## src/rtl/cdb_arbiter.sv

```systemverilog
// Round-robin arbiter granting one FU result slot per cycle onto the Common Data Bus.
// Optional macro CDB_ARB_BRANCH_PRIO_EN: occupied branch slots win over non-branch slots.
package cdb_arbiter_pkg;
    typedef struct packed {
        logic [31:0] alu_result;
        logic [31:0] NPC;
        logic [4:0]  dest_reg_idx;
        logic        take_branch;
        logic        halt;
        logic        illegal;
        logic        valid;
    } EX_PACKET;
endpackage

module cdb_arbiter
    import cdb_arbiter_pkg::*;
#(
    parameter int NUM_FU = 4
) (
    input  logic                      clock,
    input  logic                      reset,
    input  logic [NUM_FU-1:0]         fu_valid,
    input  EX_PACKET                  fu_packet [NUM_FU],
    input  logic [NUM_FU-1:0]         fu_correct_predict,
    input  logic [NUM_FU-1:0]         fu_no_output,
    input  logic [NUM_FU-1:0]         fu_is_branch,
    output logic [NUM_FU-1:0]         fu_ready,
    input  logic                      squash,
    output logic                      cdb_valid,
    output EX_PACKET                  cdb_packet,
    output logic                      cdb_correct_predict,
    output logic                      cdb_no_output,
    output logic [$clog2(NUM_FU)-1:0] cdb_grant_idx
);

    localparam int IDX_W = $clog2(NUM_FU);
    typedef logic [IDX_W-1:0] idx_t;

    logic [NUM_FU-1:0] occ_p0;
    EX_PACKET          slot_pkt_p0 [NUM_FU];
    logic [NUM_FU-1:0] slot_cp_p0;
    logic [NUM_FU-1:0] slot_no_p0;
    idx_t              rr_ptr;

    logic [NUM_FU-1:0] req;
    logic [NUM_FU-1:0] grant;
    logic [NUM_FU-1:0] accept;
    idx_t              grant_idx;
    idx_t              rr_next;
    logic              grant_any;

    function automatic idx_t wrap_idx(input idx_t base, input int off);
        int s;
        s = int'(base) + off;
        if (s >= NUM_FU) s = s - NUM_FU;
        return idx_t'(s);
    endfunction

`ifdef CDB_ARB_BRANCH_PRIO_EN
    logic [NUM_FU-1:0] slot_br_p0;
    logic [NUM_FU-1:0] br_req;

    assign br_req = occ_p0 & slot_br_p0;
    assign req    = (|br_req) ? br_req : occ_p0;
`else
    logic unused_is_branch;

    assign unused_is_branch = ^fu_is_branch;
    assign req              = occ_p0;
`endif

    // Descending scan so the slot closest to rr_ptr is written last and wins.
    always_comb begin
        grant_any = 1'b0;
        grant_idx = '0;
        grant     = '0;
        for (int k = NUM_FU - 1; k >= 0; k--) begin
            if (req[wrap_idx(rr_ptr, k)]) begin
                grant_any = 1'b1;
                grant_idx = wrap_idx(rr_ptr, k);
            end
        end
        if (grant_any) grant[grant_idx] = 1'b1;
    end

    assign rr_next  = (grant_idx == idx_t'(NUM_FU - 1)) ? '0 : grant_idx + 1'b1;
    assign fu_ready = (reset && !squash) ? (~occ_p0 | grant) : '0;
    assign accept   = fu_valid & fu_ready;

    // Stage p0: holding slots (data only loads on accept; reset and squash gate fu_ready)
    always_ff @(posedge clock) begin
        for (int i = 0; i < NUM_FU; i++) begin
            if (accept[i]) begin
                slot_pkt_p0[i] <= fu_packet[i];
                slot_cp_p0[i]  <= fu_correct_predict[i];
                slot_no_p0[i]  <= fu_no_output[i];
`ifdef CDB_ARB_BRANCH_PRIO_EN
                slot_br_p0[i]  <= fu_is_branch[i];
`endif
            end
        end
    end

    // Stage p1: CDB source registers, occupancy and round-robin pointer
    always_ff @(posedge clock) begin
        if (!reset) begin
            occ_p0              <= '0;
            rr_ptr              <= '0;
            cdb_valid           <= 1'b0;
            cdb_packet          <= '0;
            cdb_correct_predict <= 1'b0;
            cdb_no_output       <= 1'b0;
            cdb_grant_idx       <= '0;
        end else if (squash) begin
            occ_p0    <= '0;
            cdb_valid <= 1'b0;
        end else begin
            cdb_valid <= grant_any;
            if (grant_any) begin
                cdb_packet          <= slot_pkt_p0[grant_idx];
                cdb_correct_predict <= slot_cp_p0[grant_idx];
                cdb_no_output       <= slot_no_p0[grant_idx];
                cdb_grant_idx       <= grant_idx;
                rr_ptr              <= rr_next;
            end
            occ_p0 <= (occ_p0 & ~grant) | accept;
        end
    end

endmodule
```

## config.mk

```make
export PLATFORM = sky130hd
export DESIGN_NAME = cdb_arbiter
export DESIGN_NICKNAME = d
export VERILOG_FILES = /design/src/rtl/cdb_arbiter.sv
export SDC_FILE = /design/constraint.sdc
export NUM_CORES = 1
export LEC_CHECK = 0
export CORE_MARGIN = 2
export CORE_UTILIZATION = 52
export DETAILED_ROUTE_END_ITERATION = 10
export GPL_TIMING_DRIVEN = 0
export PLACE_DENSITY = 0.94
export REMOVE_ABC_BUFFERS = 1
export SLEW_MARGIN = 20
export SYNTH_ARGS = -nofsm -noshare
export SYNTH_HDL_FRONTEND = slang
export SYNTH_SLANG_ARGS = --single-unit
```

## constraint.sdc

```tcl
create_clock -name clock -period 6.67 [get_ports clock]
set_clock_uncertainty 0.2 [all_clocks]
set_input_delay 0.667 -clock clock [delete_from_list [all_inputs] [get_ports clock]]
set_output_delay 0.667 -clock clock [all_outputs]
set_load 0.05 [all_outputs]
```

Yosys cells after proc, flatten, opt, wreduce, memory -nomap -nowiden --
Memory sizes are Yosys's and may differ from the RTL's. A register that Yosys moved wholly into a read port is not among the register bits. Cells that the tools add are included.
Word-level totals: register bits after elaboration 19, memory bits (writable) 292, input port bits 311, output and inout port bits 82, word-level logic and storage cells 85, memories 1
Memory list:
- slot_pkt_p0 | words 4, bits a word 73, rd ports 1, clocked after Yosys merged registers in 1, write ports 4, RTL line 40 | EX_PACKET slot_pkt_p0 [NUM_FU];
Cells by class: $add $sub $neg 8, magnitude comparators 10, eq/ne operators 1, multiplexer cells 37, bitwise gates (word level) 8, reductions and logical operators 6
Operator list (number):
- $mux 1 | 19
- $mux 2 | 9
- $lt 2x3->1 const B | 5
- $bmux 1 s2 | 6
- $ge 3x3->1 const B | 3
- $and 4x4->4 | 2
- $mux 4 | 2
- $not 4->4 | 2
- $or 4x4->4 | 2
- $sub 2x1->2 const B | 4
- $add 2x2->3 const B | 2
- $add 2x1->3 const B | 1
- $ge 2x3->1 const B | 1
- $add 2x1->2 const B | 1
- $demux 1 s2 | 1
- $eq 2x2->1 const B | 1
- $ge 2x1->1 const B | 1
- $logic_and 1x1->1 | 2
- $logic_not 1->1 | 2
- $not 1->1 | 2
- $reduce_and 2->1 | 1
- $reduce_or 2->1 | 1

Longest topological paths before layout --
Gate-level depths: netlist of the first run.
depth after elaboration 19, mapped depth 11, gate-level depth less buffers 8

Worst setup path before layout of the first run --
OpenSTA, ideal clock, no wires.
kind register to register, start reg rr_ptr[1], end reg slot_cp_p0[3] (enable), library setup time 0.441 ns, data arrival time 4.334 ns, required time 6.029 ns, path slack 1.695 ns, stages on the path, launching flop included 12, buffers on the path 4, clock period less this slack 4.975 ns, cell sequence dfxtp_1 > buf_2 > inv_1 > or4_1 > buf_2 > nand2_2 > buf_6 > buf_4 > ha_1 > nor2b_1 > nor2_1 > and2_1
Between the ends: longest elaborated chain between the ends 17, elaborated cells on any way between the ends 40, classes of those cells 7 x add/sub; 6 x order compare; 24 x mux; 2 x bitwise; 1 x reduce/logical
RTL lines:
- start: declaration | RTL line 43 | idx_t rr_ptr;
- start signal: assignment | RTL line 124 | rr_ptr <= rr_next;
- $add 2x2->3 | RTL line 54 | s = int'(base) + off;
- $ge 3x3->1 / $sub 2x1->2 (equally long branches) | RTL line 55 | if (s >= NUM_FU) s = s - NUM_FU;
- $mux 2 | RTL line 55
- $bmux 1 s2 | RTL line 78 | if (req[wrap_idx(rr_ptr, k)]) begin
- $mux 1 (implied by the code) | RTL line 78
- $mux 2 (4 in series) | RTL line 78
- $lt 2x3->1 (implied by the code) / $ge 2x1->1 (equally long branches) | RTL line 83 | if (grant_any) grant[grant_idx] = 1'b1;
- $logic_and 1x1->1 (implied by the code) | RTL line 83
- $mux 1 (implied by the code) | RTL line 83
- $demux 1 s2 | RTL line 83
- $mux 4 * | RTL line 83
- $or 4x4->4 * | RTL line 87 | assign fu_ready = (reset && !squash) ? (~occ_p0 | grant) : '0;
- $mux 4 * | RTL line 87
- named net fu_ready[3] | RTL line 27 | output logic [NUM_FU-1:0] fu_ready,
- $and 4x4->4 * | RTL line 88 | assign accept = fu_valid & fu_ready;
- named net accept[3] | RTL line 47 | logic [NUM_FU-1:0] accept;
- end signal: indexed assignment | RTL line 95 | slot_cp_p0[i] <= fu_correct_predict[i];
- end: declaration | RTL line 41 | logic [NUM_FU-1:0] slot_cp_p0;
Mark *: on every way through the listed nets, which the timed path passes. The rest lies on a longest branch. The select of a mux whose other input is x is not followed. A chain may end at the register's enable or synchronous reset.

Final worst setup path of the first run --
start reg rr_ptr[1], end out fu_ready[3]
Between the ends: longest elaborated chain between the ends 16, elaborated cells on any way between the ends 39, classes of those cells 7 x add/sub; 6 x order compare; 24 x mux; 1 x bitwise; 1 x reduce/logical
RTL lines (RTL line):
- $add 2x2->3 | 54
- $ge 3x3->1 / $sub 2x1->2 (equally long branches) | 55
- $mux 2 | 55
- $bmux 1 s2 | 78
- $mux 1 (implied by the code) | 78
- $mux 2 (4 in series) | 78
- $lt 2x3->1 (implied by the code) / $ge 2x1->1 (equally long branches) | 83
- $logic_and 1x1->1 (implied by the code) | 83
- $mux 1 (implied by the code) | 83
- $demux 1 s2 | 83
- $mux 4 * | 83
- $or 4x4->4 * | 87
- $mux 4 * | 87
- end: declaration | 27
Mark *: on every way between the ends. The rest lies on a longest branch, timed or not. The select of a mux whose other input is x is not followed.

==> metrics.md, run 1 <==
| Metric | Value |
|---|---|
| Main area contributors after synthesis | edfxtp_1, dfxtp_1, a211oi_1 |
| Wire length on met1 | 15000 um |
| Die width | between 150 and 200 um |
| Worst EP required | between 5 and 6 ns |
| CTS root buf | clkbuf_16 |
| Nets | 1654 |
| Total chip power | between 5000 and 6000 uW |
| Biggest area consumer among synthesized cells | edfxtp_1 |
| Final Max Slew Viols | 0 |
| First-pass GRT wire length | 63700 um |
| Count leader, synth | edfxtp_1 |
| Max capacitance violation total | 0 |
| Final hold viol count | 0 |
| Crit Path Category | flip-flop to output pin |
| Worst Path Arrival | 4.50 ns |
| Pre-antenna DRT Iters | 5 |
| Area delta synth->final | 39.7% |
| Final cell count without fillers | 1747 |
| CTS clock-pin slew for the worst setup and hold paths | about 0.060 ns |
| Port Buffers | 388 |
| Die area | 0.0290 sq mm |
| Maximum vdd drop | 254 uV |
| Top_reg_cell synth | edfxtp_1 |
| Filler cell count in the final layout | between 1500 and 2000 |
| Hold-fix buffers, CTS | 0 |
| DRT iter0 DRCs | slightly below 1000 |
| Synth warn | 0 |
| Setup bufs post-CTS | 0 |
| GP Congestion | 0.802 |
| Synthesized cell area | 0.0144 sq mm |
| FF+latch count, synth | 384 |
| Final ANT Viol Nets | 0 |
| Yosys top cell area share | around 63% |
| Most frequent cells after synthesis | edfxtp_1, and3_1, a211oi_1 |
| Leakage power | 0.00700 uW |
| Seq/Total Area, Yosys | 74.3% |
| Synth Area per Inst | 14.8 sq um |
| Cells after synthesis | 975 |
| # DRC | 0 |
| RSZ-0062 raised after global routing | false |
| CTS Buf Count | 39 |
| Rel. slew slack | 33.4% |
| CP Launch Type | flip-flop |
| WHS | 0.247 ns |
| DRT Wirelength | 43200 um |
| Initial antenna violation count | 3 |
| Worst-path fanout max | approximately 80 |
| Netlist cell types | 30 |
| Via/cell ratio | 6.00 |
| Inst Count DP | 1673 |
| WL/cell | 24.7 um |
| Max frequency | between 0.15 and 0.2 GHz |
| Gr usage total | between 20 and 30% |
| Vias in the first global route | 11000 |
| H-tree depth | 2 |
| Die Height | 170 um |
| Switching fraction of total power | approximately a quarter |
| Row count | 60 |
| Metal3 WL | 4400 um |
| Pwr dens | 285 mW/mm^2 |
| Clk_lat worst skew | approximately 0.52 ns |
| Share of layout cells above drive strength 1 | around 6.3% |
| Worst-margin pin slew | 0.990 ns |
| HP Class | flip-flop to flip-flop |
| Proportion of power drawn by the clock network | 38.8% |
| Setup TNS | 0 ns |
| Top sig layer | met4 |
| Final setup violation count | 0 |
| CP Capture Type | output pin |
| Final period util | 80.4% |
| Core Region | roughly 0.027 sq mm |
| CTS Sinks | 384 |
| Min Tclk post-route | 5.36 ns |
| Net switching power | 1350 uW |
| EDFF count, synth | 300 |
| Detailed placement HPWL | 27200 um |
| GRT Residual Overflow | 0 |
| Routed wl met2 | between 20000 and 25000 um |
| Initial Util | 53.1% |
| Largest net degree at the start of global routing | 85 |
| Status | complete, no violations |
| Post-layout utilization of the core | 74.2% |
| Clk buf depth | 3 |
| Post-synth ARST share | 0% |
| I/O Pins | slightly below 400 |
| DR vias | 10500 |
| Internal Pwr Total | between 4000 and 5000 uW |
| Combinational share of power | 13.6% |
| Power share of the sequential group | 47.6% |
| Cts repair resizes | 0 |
| CTS tree | done |
worst paths after layout:
kind / from / endpoint / slack (ns) / cells after the start
setup / recovery: rr_ptr[1] / fu_ready[3] / 1.31 / 8
hold / removal: cdb_packet[61] / cdb_packet[61] / 0.25 / 2
hold reg to reg: cdb_packet[61] / cdb_packet[61] / 0.25 / 2
setup reg to reg: rr_ptr[1] / slot_pkt_p0[3][50] / 2.46 / 9
sequential cells by signal, summed over array words and instances, names as in the netlist:
register	cells
cdb_grant_idx	2
slot_cp_p0	4
slot_no_p0	4
cdb_correct_predict	1
cdb_packet	73
occ_p0	4
rr_ptr	2
slot_pkt_p0	292
cdb_no_output	1
cdb_valid	1
power by group through the flow:
stage,Clock [uW],Sequential [uW],Combinational [uW]
floorplan,0,2890,227
global placement,0,2770,705
detailed placement,0,2770,766
CTS,2240,2720,776
global route,2340,2730,815
finish,2220,2720,778
cell type report:
class,instances,area (sq um),area share (%)
sequential,384,10700,53.2
timing repair buffer,408,4320,21.5
multi-input combinational,504,3290,16.4
clock buffer,55,1140,5.66
tap,372,465,2.31
clock inverter,16,175,0.871
inverter,5,21.3,0.106
antenna,3,7.51,0.0373
kinds of logic (layout without fill, tap and decap cells):
kind of cell	after synthesis	in the layout	synth area share, %
compound gates	246	246	12.7
fa+ha+maj	1	1	0.0869
buf+inv	87	484	3.27
flops	384	384	74.3
other cells	0	3	0
simple gates	257	257	9.63
through the flow:
stage | area (sq um) | setup WS [ns]
final | 20100 | 1.31
after global placement | 18300 | -5.62
after CTS | 20100 | 1.39
after floorplan | 13900 | -0.691
after global routing | 20100 | 1.11
after detailed placement | 18800 | 2.02
critical path, cell delays in order, from the launching register on:
cell and delay [ns]:
dfxtp_1 0.55, inv_1 0.14, or4_4 0.88, nand2_8 0.54, buf_16 0.37, ha_1 0.26
nor2b_1 0.07, nor2_1 0.17, clkdlybuf4s50_1 0.84
metal layers:
| metal | up-vias | GRT usage, % |
|---|---|---|
| met3 | 148 | 8.21 |
| li1 | 4559 | - |
| met1 | 5065 | 33.9 |
| met5 | - | 0 |
| met4 | 0 | 14.6 |
| met2 | 702 | 49.9 |
cells in the final DEF, fill, tap and decap left out, types with 6 or more instances in the layout:
cell               n
buf_16             9
o31ai_1           75
edfxtp_1         300
clkbuf_1           8
clkbuf_8           6
buf_12             6
a211oi_1         150
nand2_1           79
o21ai_0            7
and3_1           151
clkinv_1           7
clkdlybuf4s50_1  388
nor2_1            10
clkbuf_16         41
dfxtp_1           84
Power figures use the tool's default switching activity.
==> run 2: changes to the inputs <==
--- a/config.mk
+++ b/config.mk
@@ -6,10 +6,10 @@
 export NUM_CORES = 1
 export LEC_CHECK = 0
 export CORE_MARGIN = 2
-export CORE_UTILIZATION = 52
+export CORE_UTILIZATION = 44
 export DETAILED_ROUTE_END_ITERATION = 10
 export GPL_TIMING_DRIVEN = 0
-export PLACE_DENSITY = 0.94
+export PLACE_DENSITY = 0.86
 export REMOVE_ABC_BUFFERS = 1
 export SLEW_MARGIN = 20
 export SYNTH_ARGS = -nofsm -noshare
==> constraint.sdc (replaced) <==
create_clock -name clock -period 4.9 [get_ports clock]
set_clock_uncertainty 0.2 [all_clocks]
set_input_delay 0.49 -clock clock [delete_from_list [all_inputs] [get_ports clock]]
set_output_delay 0.49 -clock clock [all_outputs]
set_load 0.05 [all_outputs]
==> run 2 against run 1 <==
Sequential share of layout area fell by 0.083 points; register-to-register slack got worse by 2.1 ns; die area rose by 18%; clock-buffer cell count rose by 6; first-iteration DRC count fell by 34%; non-clock buffer count fell by 2.
==> metrics.md, run 2 (synthesis results as in run 1) <==
| Metric | Value |
|---|---|
| CP Launch Type | flip-flop |
| Worst-margin pin slew | 0.861 ns (-0.129 ns) |
| Register area | 0.0107 sq mm (about the same) |
| Worst-path fanout max | 84 (+3.7%) |
| Share of layout cells above drive strength 1 | 6.48% (+0.14 points) |
| CP bufs+invs | 4 (+1) |
| Min Tclk post-route | 4.70 ns |
| Nets | 1656 (+0.12%) |
| CP top delay family | buffers and inverters |
| Met3 usage in global routing | 6.04% (-2.2 points) |
| Most frequent cells in the layout | clkdlybuf4s50_1, edfxtp_1, and3_1 |
| CTS tree | done |
| Maximum vdd drop | 322 uV (+27%) |
| Final setup violation count | 0 (unchanged) |
| CP Capture Type | output pin |
| # DRC | 0 (unchanged) |
| Die area | 0.0342 sq mm (+18%) |
| Worst Path Arrival | 4.01 ns (-0.49 ns) |
| Crit-path max cell delay | 0.59 ns (-0.29 ns) |
| Row count | 66 (+10%) |
| Crit Path Category | flip-flop to output pin |
| Max capacitance violation total | 0 (unchanged) |
| Combinational share of power | 13.6% (about the same) |
| Post-layout utilization of the core | 62.2% (-12 points) |
| Worst EP required | 4.21 ns (-1.59 ns) |
| Net switching power | 1810 uW (+34%) |
| Via/cell ratio | 5.65 (-5.8%) |
| Final hold viol count | 0 (unchanged) |
| Gr usage total | 23.7% (-5.6 points) |
| Hold-fix buffers, CTS | 0 (unchanged) |
| CP startpoint | occ_p0[3] |
| Crit-path cells | nor2_1 > a2111o_2 > buf_12 > buf_12 > nand2_8 > buf_16 > ha_1 > nor2b_1 > nor2_1 > clkdlybuf4s15_2 |
| Reg2Reg Depth | 11 (+2) |
| Area of the multi-input gates | 0.00332 sq mm (+0.88%) |
| Max frequency | roughly 0.21 GHz |
| Max FFs per register | 292 (unchanged) |
| Initial Util | 44.5% (-8.6 points) |
| Final ANT Viol Nets | 0 (unchanged) |
| Filler cell count in the final layout | 2300 (+50%) |
| Largest net degree at the start of global routing | 85 (unchanged) |
| Die width | 185 um (+8.5%) |
| RSZ-0062 raised after global routing | false |
| GP Congestion | 0.787 (-1.8%) |
| Switching fraction of total power | 23.5% (-0.20 points) |
| Initial antenna violation count | 1 (-2) |
| DR vias | 10300 (-1.9%) |
| Internal Pwr Total | 5900 uW (+35%) |
| CTS clock-pin slew for the worst setup and hold paths | 0.06 ns (about the same) |
| Area post-placement | 0.0188 sq mm (+0.15%) |
| DRT iter0 DRCs | 650 (-34%) |
| H-tree depth | 2 (unchanged) |
| Commonest non-fill, non-tap cell in the layout | clkdlybuf4s50_1 |
| FF-to-FF Start | occ_p0[3] |
| Top reg by flops | slot_pkt_p0 |
| Power share of the sequential group | 48.0% (+0.4 points) |
| Met1 usage | 27.4% (-6.5 points) |
| Reg2reg end | slot_pkt_p0[3][34] |
| Pwr dens | 383 mW/mm^2 (+34%) |
| CTS root buf | clkbuf_16 |
| Clk_lat worst skew | 0.51 ns (about the same) |
| Detailed placement HPWL | 26400 um (-2.9%) |
| Slowest cell on the critical path | a2111o_2 |
| First-pass GRT wire length | 60800 um (-4.6%) |
| Fin area | 0.0201 sq mm (+0.17%) |
| Die Height | 185 um (+8.5%) |
| Rel. slew slack | 42.1% (+8.7 points) |
| Vias in the first global route | 10700 (-2.0%) |
| GRT Residual Overflow | 0 (unchanged) |
| R2r setup slk | 0.33 ns (-2.13 ns) |
| Final Max Slew Viols | 0 (unchanged) |
| Clk buf depth | 3 (unchanged) |
| GR peak layer | met2 |
| Worst path depth | 10 (+2) |
| Final period util | 95.8% |
| Worst setup path end | fu_ready[3] |
| Core Region | 0.0324 sq mm (+19%) |
| CTS Buf Count | 40 (+2.6%) |
| I/O Pins | 393 (unchanged) |
| Top Registers | slot_pkt_p0: 292 flops, cdb_packet: 73 flops |
| Area delta synth->final | 40.0% |
| Proportion of power drawn by the clock network | 38.4% (-0.4 points) |
| Port Buffers | 388 (unchanged) |
| CTS Sinks | 384 (unchanged) |
| HP Class | flip-flop to flip-flop |
| Met2 usage | 40.8% (-9.0 points) |
| Leakage power | 0.00697 uW (-0.47%) |
| Pre-antenna DRT Iters | 5 (unchanged) |
| WL/cell | 23.3 um (-5.5%) |
| Setup bufs post-CTS | 0 (unchanged) |
| Status | complete, no violations |
| DRT Wirelength | 42500 um (-1.7%) |
==> run 2: stage by stage <==
stage / TNS [ns] / total power (uW) / cells / hold slack (ns) / setup WS (ns)
3_3_place_gp: -1021.48 / 4740 / 1723 / 0.233 / -7.32
2_1_floorplan: -202.80 / 4250 / 893 / 0.347 / -2.46
3_5_place_dp: 0 / 4800 / 1741 / 0.241 / 0.0957
5_1_grt: 0 / 7950 / 1817 / 0.268 / 0.0287
6_report: 0 / 7710 / 1818 / 0.249 / 0.204
4_1_cts: 0 / 7740 / 1814 / 0.255 / 0.00609
==> run 2: layout make-up <==
type                            instances  area share (%)
Sequential cell                       384            53.1
Antenna cell                            2          0.0248
Tap cell                              442            2.75
Clock buffer                           61            5.76
Timing Repair Buffer                  406            21.2
Multi-Input combinational cell        507            16.5
Inverter                                5           0.106
Clock inverter                         11           0.640
==> run 2: metal layers <==
metal | vias to the layer above | wire length [um]
li1 | 4576 | -
met1 | 5019 | 15400
met2 | 572 | 21200
met3 | 105 | 3890
met4 | 0 | 1930
met5 | - | 0
==> run 2: worst min-delay path by stage <==
stage	to	slack, ns	depth (start not counted)	start
after global routing	cdb_packet[46]	0.27	2	cdb_packet[46]
after detailed placement	cdb_packet[69]	0.24	2	cdb_packet[69]
after CTS	cdb_packet[29]	0.25	2	cdb_packet[29]
final	cdb_packet[27]	0.25	2	cdb_packet[27]
after global placement	cdb_packet[65]	0.23	2	cdb_packet[65]
after floorplan	occ_p0[1]	0.35	2	occ_p0[1]
==> run 2: worst min-delay path: stages (launching register included) <==
cell     delay, ns
dfxtp_1       0.32
nand2_1       0.05
o31ai_1       0.05
==> run 2: repair_timing <==
action,CTS,global route
setup endpoints to repair,1,41
gates cloned,1,2
resized for setup,3,1
pin swaps,1,3
==> run 2: power by group through the flow <==
stage	Clock (uW)	Sequential (uW)	Combinational, uW
after CTS	3000	3700	1040
after detailed placement	0	3770	1030
final	2960	3700	1050
after global routing	3130	3710	1100
after floorplan	0	3940	309
after global placement	0	3770	968
==> run 3: changes to the inputs <==
--- a/config.mk
+++ b/config.mk
@@ -5,6 +5,7 @@
 export SDC_FILE = /design/constraint.sdc
 export NUM_CORES = 1
 export LEC_CHECK = 0
+export CORE_ASPECT_RATIO = 1.4
 export CORE_MARGIN = 2
 export CORE_UTILIZATION = 44
 export DETAILED_ROUTE_END_ITERATION = 10
==> run 3 against run 2 <==
Largest power group unchanged; flip-flop and latch count unchanged; utilization up 0.20 points; routed wire length up 1.7%; combinational power about the same; highest routed layer is now met5; critical endpoint unchanged; global-route usage up 0.39 points.
==> metrics.md, run 3 (synthesis results as in run 1) <==
| Metric | Value |
|---|---|
| Crit Path Category | flip-flop to output pin |
| Min Tclk post-route | 4.72 ns (+0.0205 ns) |
| CP bufs+invs | 4 (unchanged) |
| Worst-margin pin slew | 0.866 ns (+0.00514 ns) |
| CTS Sinks | 384 (unchanged) |
| CP Capture Type | output pin |
| CP top delay family | buffers and inverters |
| Via/cell ratio | 5.71 (+1.1%) |
| Detailed placement HPWL | 27200 um (+2.9%) |
| Die area | 0.0342 sq mm (about the same) |
| Clk_lat worst skew | 0.52 ns (about the same) |
| Initial Util | 44.6% (+0.093 points) |
| First-pass GRT wire length | 61600 um (+1.2%) |
| Largest net degree at the start of global routing | 80 (-5.9%) |
| Status | complete, no violations |
| Rel. slew slack | 41.7% (-0.35 points) |
| CP Launch Type | flip-flop |
| Final cell count without fillers | 1816 (-0.11%) |
| Most frequent CP cell | buf_16 |
| # DRC | 0 (unchanged) |
| Vias in the first global route | 10800 (+0.39%) |
| CTS clock-pin slew for the worst setup and hold paths | 0.06 ns (about the same) |
| Final ANT Viol Nets | 0 (unchanged) |
| Nets | 1655 (-0.060%) |
| Post-layout utilization of the core | 62.4% (+0.20 points) |
| Initial antenna violation count | 8 (+7) |
| Max capacitance violation total | 0 (unchanged) |
| H-tree depth | 2 (unchanged) |
| Leakage power | 0.00698 uW (+0.21%) |
| CTS tree | done |
| Place WS | 0.382 ns (+0.287 ns) |
| GRT Residual Overflow | 0 (unchanged) |
| GP Congestion | 0.822 (+4.4%) |
| Max frequency | 0.212 GHz (-0.44%) |
| Worst Path Arrival | 4.03 ns (+0.02 ns) |
| WL/cell | 23.8 um (+1.8%) |
| Crit-path cells | inv_1 > or4_4 > buf_16 > nand2_8 > buf_16 > ha_1 > nor2b_1 > nor2_1 > dlygate4sd2_1 |
| Most frequent cells in the layout | clkdlybuf4s50_1, edfxtp_1, and3_1 |
| Final period util | 96.3% (+0.42 points) |
| Final setup violation count | 0 (unchanged) |
| Register area | 0.0107 sq mm (about the same) |
| Clk buf depth | 3 (unchanged) |
| Reg2Reg Depth | 10 (-1) |
| Gr usage total | 24.0% (+0.39 points) |
| Top reg by flops | slot_pkt_p0 |
| RSZ-0062 raised after global routing | false |
| Area of the multi-input gates | 0.00331 sq mm (-0.19%) |
| Area delta synth->final | 40.1% |
| Top Registers | slot_pkt_p0: 292 flops, cdb_packet: 73 flops |
| Commonest non-fill, non-tap cell in the layout | clkdlybuf4s50_1 |
| Setup ws final | 0.183 ns (-0.0205 ns) |
| Core Region | 0.0323 sq mm (-0.21%) |
| CTS root buf | clkbuf_16 |
| Die Height | 218 um (+18%) |
| Pre-antenna DRT Iters | 5 (unchanged) |
| Crit-path max cell delay | 0.64 ns (+0.05 ns) |
| CTS Buf Count | 37 (-7.5%) |
| Filler cell count in the final layout | 2291 (-0.39%) |
| I/O Pins | 393 (unchanged) |
| Slowest cell on the critical path | or4_4 |
| Row count | 78 (+18%) |
| Hold path cells | 2 (unchanged) |
| Worst-path fanout max | 79 (-6.0%) |
| Pwr dens | 379 mW/mm^2 (-0.99%) |
| Final Max Slew Viols | 0 (unchanged) |
| DRT Wirelength | 43200 um (+1.7%) |
| Port Buffers | 388 (unchanged) |
| DRT iter0 DRCs | 926 (+42%) |
| R2r setup slk | 0.46 ns (+0.13 ns) |
| Max FFs per register | 292 (unchanged) |
| Fin area | 0.0202 sq mm (+0.11%) |
| Hold-fix buffers, CTS | 0 (unchanged) |
| Inst Count DP | 1742 (+0.057%) |
| Share of layout cells above drive strength 1 | 6.43% (-0.049 points) |
| Area post-placement | 0.0189 sq mm (+0.48%) |
| Final hold viol count | 0 (unchanged) |
| Maximum vdd drop | 304 uV (-5.5%) |
| DR vias | 10400 (+0.97%) |
| Worst path depth | 9 (-1) |
| HP Class | flip-flop to flip-flop |
| Die width | 157 um (-15%) |
| Worst EP required | 4.21 ns (about the same) |
[run 3: cell types whose count changed in the layout (fill, tap and decap cells not counted), sizes merged, moves of 2 or more]
cell / delta
diode: +5
or4: -2
buf: +3
clkbuf: -8
[run 3: path summary, 6_finish.rpt]
kind,from,endpoint
worst max-delay path,rr_ptr[1],fu_ready[3]
worst min-delay path,cdb_packet[58],cdb_packet[58]
worst max register to register,rr_ptr[1],slot_pkt_p0[3][64]
worst min register to register,cdb_packet[58],cdb_packet[58]
[run 3: cell type report]
cell class                      count  share of cell area (%)
Tap cell                          440                    2.73
Clock buffer                       53                    5.24
Antenna cell                        7                  0.0869
Inverter                            5                   0.105
Sequential cell                   384                    53.0
Timing Repair Buffer              409                    21.6
Multi-Input combinational cell    506                    16.4
Clock inverter                     12                   0.813
[run 3: routing by layer]
layer	track usage, %	wire [um]	vias to the layer above
met5	0	13	-
li1	-	-	4570
met4	14.3	2460	2
met3	4.31	3060	135
met2	42.1	22600	544
met1	27.2	15000	5121
[run 3: worst reg2reg max path, delay by kind of cell, from the launching register on]
family / cells / cell delay (ns)
and+or+nand+nor: 5 / 1.84
adders and majority gates: 1 / 0.42
DFF: 1 / 0.61
buffers and inverters: 4 / 1.00
[run 3: timing repair]
item / CTS / global route
gates resized for setup: 1 / 0
cloned: 0 / 2
pin swaps: 0 / 2
setup endpoints to repair: 1 / 1
setup buffers: 0 / 0
[run 3: where the power goes]
group | switching [uW] | internal (uW) | total [uW] | leakage [uW]
Combinational | 583 | 474 | 1060 | 0.00295
Clock | 1170 | 1710 | 2880 | 0.000595
Sequential | 53.3 | 3650 | 3700 | 0.00344
[run 3: stage by stage]
| stage | total power (uW) | hold WS, ns | setup TNS (ns) |
|---|---|---|---|
| after global routing | 7860 | 0.273 | 0 |
| after CTS | 7670 | 0.255 | 0 |
| final | 7640 | 0.251 | 0 |
| after global placement | 4740 | 0.232 | -1102.42 |
| after detailed placement | 4810 | 0.241 | 0 |
| after floorplan | 4250 | 0.347 | -202.80 |
